`src/rtl/sprite_mem_arbiter.sv`:
```
// Sprite memory port arbiter.
// Shares the single-port sprite memory between the pixel print path (reads)
// and buffered processor uploads (writes). Uploads wait in a small FIFO and
// drain only while the print path leaves the port idle.
// Optional build macro: SPRITE_ARB_STARVE_EN adds a starvation counter that
// forces one queued write through after starve_limit blocked pixel ticks.
module sprite_mem_arbiter #(
   parameter int size_address    = 14,
   parameter int data_bits       = 9,
   parameter int fifo_depth_log2 = 2,
   parameter int starve_limit    = 64
) (
   input  logic                    clk,
   input  logic                    reset,
   input  logic                    pixel_tick,
   input  logic                    print_busy,
   input  logic [size_address-1:0] print_address,
   input  logic                    wr_req,
   input  logic [size_address-1:0] wr_address,
   input  logic [data_bits-1:0]    wr_data,
   output logic                    wr_ack,
   output logic                    fifo_full,
   output logic [size_address-1:0] mem_address,
   output logic [data_bits-1:0]    mem_data,
   output logic                    mem_wren,
   output logic                    print_stall
);

   localparam int fifo_depth = 1 << fifo_depth_log2;
   localparam int pw         = fifo_depth_log2 + 1;

   localparam logic [0:0] S_PRINT = 1'b0;
   localparam logic [0:0] S_DRAIN = 1'b1;

   logic [0:0]              state;
   logic [0:0]              state_next;
   logic [pw-1:0]           wr_ptr;
   logic [pw-1:0]           rd_ptr;
   logic [pw-1:0]           wr_ptr_next;
   logic [pw-1:0]           rd_ptr_next;
   logic [pw-1:0]           fill;
   logic [size_address-1:0] addr_store [fifo_depth];
   logic [data_bits-1:0]    data_store [fifo_depth];
   logic                    fifo_empty;
   logic                    drain_pop;
   logic                    force_pop;
   logic                    pop;
   logic                    push;

   // Extra MSB on the pointers tells full from empty; fill can only reach
   // fifo_depth, so its MSB alone flags a full FIFO.
   assign fill       = wr_ptr - rd_ptr;
   assign fifo_full  = fill[pw-1];
   assign fifo_empty = (wr_ptr == rd_ptr);

   // A normal drain write only happens while the print path is idle.
   assign drain_pop  = (state == S_DRAIN) && !fifo_empty && !print_busy;
   assign pop        = drain_pop || force_pop;

   // A pop in the same cycle frees a slot, so a full FIFO can still accept.
   assign push        = wr_req && (!fifo_full || pop);
   assign wr_ptr_next = wr_ptr + pw'(push);
   assign rd_ptr_next = rd_ptr + pw'(pop);

`ifdef SPRITE_ARB_STARVE_EN
   localparam int cw = $clog2(starve_limit + 1);

   logic [cw-1:0] starve_cnt;

   assign force_pop = (starve_cnt == cw'(starve_limit)) && !fifo_empty;

   // Count pixel ticks on which a queued write is held off by the print path.
   always_ff @(posedge clk or negedge reset) begin
      if (!reset) begin
         starve_cnt <= '0;
      end else if (fifo_empty || pop) begin
         starve_cnt <= '0;
      end else if (pixel_tick && print_busy && (starve_cnt != cw'(starve_limit))) begin
         starve_cnt <= starve_cnt + cw'(1);
      end
   end

   // Flag the cycle in which a forced write displaced the print read.
   always_ff @(posedge clk or negedge reset) begin
      if (!reset) begin
         print_stall <= 1'b0;
      end else begin
         print_stall <= force_pop;
      end
   end
`else
   logic unused_tick;
   localparam int unused_starve_limit = starve_limit;

   assign unused_tick = pixel_tick;
   assign force_pop   = 1'b0;
   assign print_stall = 1'b0;
`endif

   // Decide whether the port belongs to the print path or to queued writes.
   always_comb begin
      state_next = state;
      case (state)
         S_PRINT: begin
            if (!print_busy && !fifo_empty) begin
               state_next = S_DRAIN;
            end
         end
         S_DRAIN: begin
            if (print_busy || (wr_ptr_next == rd_ptr_next)) begin
               state_next = S_PRINT;
            end
         end
         default: state_next = S_PRINT;
      endcase
   end

   // State, FIFO pointers and the accept pulse back to the processor.
   always_ff @(posedge clk or negedge reset) begin
      if (!reset) begin
         state  <= S_PRINT;
         wr_ptr <= '0;
         rd_ptr <= '0;
         wr_ack <= 1'b0;
      end else begin
         state  <= state_next;
         wr_ptr <= wr_ptr_next;
         rd_ptr <= rd_ptr_next;
         wr_ack <= push;
      end
   end

   // FIFO storage needs no reset; only entries between the pointers are read.
   always_ff @(posedge clk) begin
      if (push) begin
         addr_store[wr_ptr[pw-2:0]] <= wr_address;
         data_store[wr_ptr[pw-2:0]] <= wr_data;
      end
   end

   // Register the memory port: the FIFO head when writing, else the print read.
   always_ff @(posedge clk or negedge reset) begin
      if (!reset) begin
         mem_address <= '0;
         mem_data    <= '0;
         mem_wren    <= 1'b0;
      end else if (pop) begin
         mem_address <= addr_store[rd_ptr[pw-2:0]];
         mem_data    <= data_store[rd_ptr[pw-2:0]];
         mem_wren    <= 1'b1;
      end else begin
         mem_address <= print_address;
         mem_wren    <= 1'b0;
      end
   end

endmodule

```
`config.mk`:
```
export PLATFORM = sky130hd
export DESIGN_NAME = sprite_mem_arbiter
export DESIGN_NICKNAME = d
export VERILOG_FILES = /design/src/rtl/sprite_mem_arbiter.sv
export SDC_FILE = /design/constraint.sdc
export NUM_CORES = 1
export LEC_CHECK = 0
export ABC_AREA = 1
export ABC_CLOCK_PERIOD_IN_PS = 3100
export CORE_UTILIZATION = 30
export DETAILED_ROUTE_END_ITERATION = 10
export PLACE_DENSITY = 0.53
export SYNTH_ARGS = -nofsm -noshare
export SYNTH_HDL_FRONTEND = slang
export SYNTH_SLANG_ARGS = --single-unit
```
`constraint.sdc`:
```
create_clock -name clk -period 3.1 [get_ports clk]
set_input_delay 0.465 -clock clk [delete_from_list [all_inputs] [get_ports clk]]
set_output_delay 0.465 -clock clk [all_outputs]
set_load 0.01 [all_outputs]
```
# Word-level counts from Yosys, hierarchy flattened
# Memory sizes are Yosys's and may differ from the RTL's. A register that Yosys moved wholly into a read port is not among the register bits.
# Cells that the tools add are included.
[totals]
ramBits = 92
rom_bits = 0
mem_count = 2
latch_bits = 0
input_bits = 42
reg_bits = 23
output_inout_bits = 27
wordCells = 31
[mem_list]
columns = ["name", "words", "word_bits", "read_ports", "rd_ports_with_merged_regs", "write_ports", "line", "text"]
rows = [
  ["addr_store", 4, 14, 1, 0, 1, "42", "logic [size_address-1:0] addr_store [fifo_depth];"],
  ["data_store", 4, 9, 1, 1, 1, "43", "logic [data_bits-1:0] data_store [fifo_depth];"],
]
[classes]
addsub = 3
n_mux = 7
div = 0
shifts = 0
n_bitwise = 1
order_cmp = 0
reduce_logical = 10
mul = 0
eq_ne = 2
[ops]
columns = ["op", "count"]
rows = [
  ["2-to-1 mux 14 bit", 1],
  ["adder 3 x 1 -> 3 bit", 2],
  ["== test 3 bit", 2],
  ["2-to-1 mux 1 bit", 5],
  ["logical AND 1 bit", 4],
  ["logical NOT 1 bit", 4],
  ["subtractor 3 bit", 1],
  ["logical OR 1 bit", 2],
  ["one-hot mux 1 bit (2 select lines)", 1],
  ["NOT 1 bit", 1],
]

# Longest topological paths before layout
[depth]
depth_word = 11
depth_mapped = 17
depth_no_buf = 17

# Worst setup path before layout
# No wires, ideal clock.
[synth_timing]
kind = "flip-flop to flip-flop"
start = "register rd_ptr[1]"
end = "memory addr_store[0][0], enable pin"
path_stages_with_launch = 11
path_buffers = 1
setup_time_ps = 403
t_arrival_ps = 2325
slack_ps = 372
synth_period_minus_slack_ps = 2728
required_ps = 2697
cell_sequence = "dfrtp_1 buf_1 inv_1 ha_1 nand2_1 nand2_1 nand2_1 nand2_1 nand2_1 nand2_1 nor2_1"
[synth_via]
word_cells_on_any_way = 10
classes_between = "add/sub (1); eq/ne (1); mux (2); reduce/logical (6)"
[synth_rtl]
columns = ["item", "line", "text"]
rows = [
  ["start: declaration", "38", "logic [pw-1:0] rd_ptr;"],
  ["start signal: assignment", "128", "rd_ptr <= rd_ptr_next;"],
  ["subtractor 3 bit", "52", "assign fill = wr_ptr - rd_ptr;"],
  ["net fifo_full", "22", "output logic fifo_full,"],
  ["logical NOT 1 bit", "61", "assign push = wr_req && (!fifo_full || pop);"],
  ["logical OR 1 bit", "61", ""],
  ["logical AND 1 bit", "61", ""],
  ["2-to-1 mux 1 bit", "135", "if (push) begin"],
  ["2-to-1 mux 1 bit (implied by the code)", "136", "addr_store[wr_ptr[pw-2:0]] <= wr_address;"],
  ["end: declaration", "42", ""],
]
# The timed path passes the listed nets, and every way through them passes these cells.

# Worst setup path after layout
[layout_timing]
start = "register wr_ptr[1]"
end = "register state"
[layout_via]
word_cells_on_any_way = 16
classes_between = "add/sub (3); eq/ne (2); mux (3); reduce/logical (8)"
[layout_rtl]
columns = ["item", "line", "text"]
rows = [
  ["start: declaration", "37", "logic [pw-1:0] wr_ptr;"],
  ["start signal: assignment", "127", "wr_ptr <= wr_ptr_next;"],
  ["== test 3 bit", "54", "assign fifo_empty = (wr_ptr == rd_ptr);"],
  ["logical NOT 1 bit", "57", "assign drain_pop = (state == S_DRAIN) && !fifo_empty && !print_busy;"],
  ["logical AND 1 bit (2 in series)", "57", ""],
  ["adder 3 x 1 -> 3 bit", "63", "assign rd_ptr_next = rd_ptr + pw'(pop);"],
  ["net rd_ptr_next[1]", "40", "logic [pw-1:0] rd_ptr_next;"],
  ["== test 3 bit", "110", "if (print_busy || (wr_ptr_next == rd_ptr_next)) begin"],
  ["logical OR 1 bit", "110", ""],
  ["2-to-1 mux 1 bit", "110", ""],
  ["one-hot mux 1 bit (2 select lines)", "103", "case (state)"],
  ["net state_next", "36", "logic [0:0] state_next;"],
  ["end signal: assignment", "126", "state <= state_next;"],
  ["end: declaration", "35", "logic [0:0] state;"],
]
# The timed path passes the listed nets, and every way through them passes these cells.

==> run metrics <==
skew final 0.00866 ns; CTS Buf Count 17; Final Slew Violations 0; Mapped Area 0.00488 mm²; Gate Count Post-Synth 410; post-CTS setup buffer count 0; Detailed Routing Iterations Pass 1 4; GR Util All Layers 12.9%; capturing point of the worst reg2reg path state$_DFF_PN0_; Peak VDD IR 0.488 mV; final period utilization 86.6%; clock buffer depth 2; insertion delay to the later sink of the worst-skew pair 0.40 ns; post-route cell area 0.00632 mm²; Area growth syn-to-layout 29.7%; crit end category flip-flop; CTS clock-pin slew for the worst setup and hold paths 0.05 ns; PwrDens 1010 mW/mm²; number of max-cap violations 0; logic depth of the worst setup path including buffers 14; worst path cell trace ha_1 -> nand2_1 -> inv_1 -> nand2_4 -> nand2_4 -> buf_4 -> inv_4 -> ha_1 -> ha_1 -> inv_1 -> or2_2 -> nand3_1 -> nor2_1 -> nor2_1; DIE AREA 0.0168 mm²; fmax 0.372 GHz; TritonCTS clock tree yes; buffers and inverters on the worst path 4; Yosys reg bits 124; RSZ-0062 raised after global routing no; Critical Path Most Common Cell ha_1; Max-slew headroom 44.7%; H-tree Lvls 4; DIE WIDTH 129 µm; final antenna-violating net count 0; GRT overflow 0; DRT Wirelength 9.91 mm; CP max FO 25; final worst slack 0.415 ns; vias per cell 4.30; initial antenna violation count 0; Sink Count 124; WHS 0.167 ns; Critical Path AT 3.01 ns; r2r startpoint wr_ptr[1]$_DFF_PN0_; DP HPWL 5.73 mm; nets 531; Port Buf Inserts 66; cell family with most CP delay adder cells; core footprint 0.0159 mm²; Syn Area/Cell 11.9 µm²; Pleak 2.42 nW; CP peak stage delay 0.43 ns; R2R Setup Slk 0.42 ns; Residual DRC 0; Post-CTS Resized 0; DRT iter0 DRCs 157; Synthesis Warnings 0; Reg area 0.00356 mm²; Worst Hold Class in2async; Die Y 129 µm; type of the worst setup path reg2reg; Final setup viols 0; CP startpoint kind flip-flop; count of cell types in the netlist 25; routability cong. 0.743; CP max-delay cell dfrtp_1; Top Ports 69; Tmin final 2.68 ns; Hold Fails Final Rpt 0; share of post-route cells with drive strength above 1 9.49%; ant diodes 0; commonest cells after routing, fill and taps aside edfxtp_1 (92), nand2_1 (89), nor2_1 (72); placed cell area 0.00575 mm²; routed vias 3,058; clock root buffer clkbuf_16; Post-Syn Nets 458; final core occ 39.8%; largest net degree at the start of global routing 49; Initial Util 30.7%; Slew @ Worst Pin 0.830 ns; dpl ws 0.326 ns; r2r worst-path depth 14; Core Rows 46; Hold-fix buffers, CTS 0; Multi-input gate area 0.00115 mm²; status finished clean; sequential share of the synthesized area 73.1%; Fillers 1,523; most common cell after layout, fill and taps aside edfxtp_1; drt wl/cell 13.9 µm; CP required 3.43 ns; TNS Setup 0 ns; first-pass GRT wire length 15.7 mm; vias in the first global route 3,120
worst reg2reg max path: cells and delay by family (launching register included):
| kind | cells | cell delay, ns |
|---|---|---|
| buffers and inverters | 4 | 0.67 |
| AND/OR/NAND/NOR | 7 | 0.64 |
| flip-flops | 1 | 0.43 |
| adder cells (fa/ha/maj) | 3 | 0.87 |
state kept, by name, summed over array words and instances (netlist names), 3 cells and up:
register / cells
addr_store: 56
rd_ptr: 3
data_store: 36
wr_ptr: 3
mem_address: 14
mem_data: 9
where the power goes:
| part | total (mW) | internal (mW) | leakage, nW | switching [mW] |
|---|---|---|---|---|
| registers | 2.44 | 2.29 | 1.22 | 0.152 |
| clock network | 1.92 | 1.27 | 0.281 | 0.649 |
| logic | 2.05 | 0.799 | 0.918 | 1.25 |
through the flow:
stage               instances  total power, mW
floorplan                 410             3.80
global placement          680             4.53
detailed placement        680             4.57
CTS                       711             6.52
global route              711             6.87
finish                    711             6.41
final cells by class:
class | count | area share, %
clock buffer | 22 | 7.18
clock inverter | 9 | 1.92
inverter | 13 | 0.811
multi-input combinational | 254 | 18.3
sequential | 124 | 56.4
tap | 216 | 4.27
timing repair buffer | 73 | 11.2
worst max-delay path by stage:
stage	slack, ns	startpoint	to
4_1_cts	0.36	wr_ptr[1]$_DFF_PN0_	state$_DFF_PN0_
2_1_floorplan	0.37	rd_ptr[1]$_DFF_PN0_	addr_store[0][0]$_DFFE_PP_
3_5_place_dp	0.33	print_busy	state$_DFF_PN0_
5_1_grt	0.22	wr_ptr[0]$_DFF_PN0_	state$_DFF_PN0_
6_report	0.42	wr_ptr[1]$_DFF_PN0_	state$_DFF_PN0_
3_3_place_gp	0.34	print_busy	state$_DFF_PN0_
cell usage after synthesis (all sizes together):
master	instances	area (µm²)
edfxtp	92	2760
nand2	92	363
nor2	76	285
o21ai	69	345
dfrtp	32	801
buf	13	91.3
inv	13	51.3
clkbuf	6	25.0
ha	6	75.1
xnor2	3	26.3
a21oi	2	10.0
xor2	2	17.5
conb	1	3.75
nand3	1	5.00
o21bai	1	7.51
or2	1	6.26
kinds of logic (layout without fill, tap and decap cells):
group                    after synthesis  in the layout  share of synthesized area [%]
buffers and inverters                 32            117                           3.44
other                                  1              1                         0.0769
flip-flops                           124            124                           73.1
AO/OA/AOI/OAI                         72             72                           7.44
adder cells (fa/ha/maj)                6              6                           1.54
AND/OR/NAND/NOR                      170            170                           13.5
XOR/XNOR                               5              5                          0.898
layer usage:
layer / global-route usage [%] / vias to the layer above / wire [µm]
met4: 5.54 / 0 / 99
li1: - / 1534 / -
met5: 0 / - / 0
met3: 3.51 / 7 / 368
met1: 15.7 / 1455 / 4510
met2: 21.7 / 62 / 4930
Power figures use the tool's default switching activity.
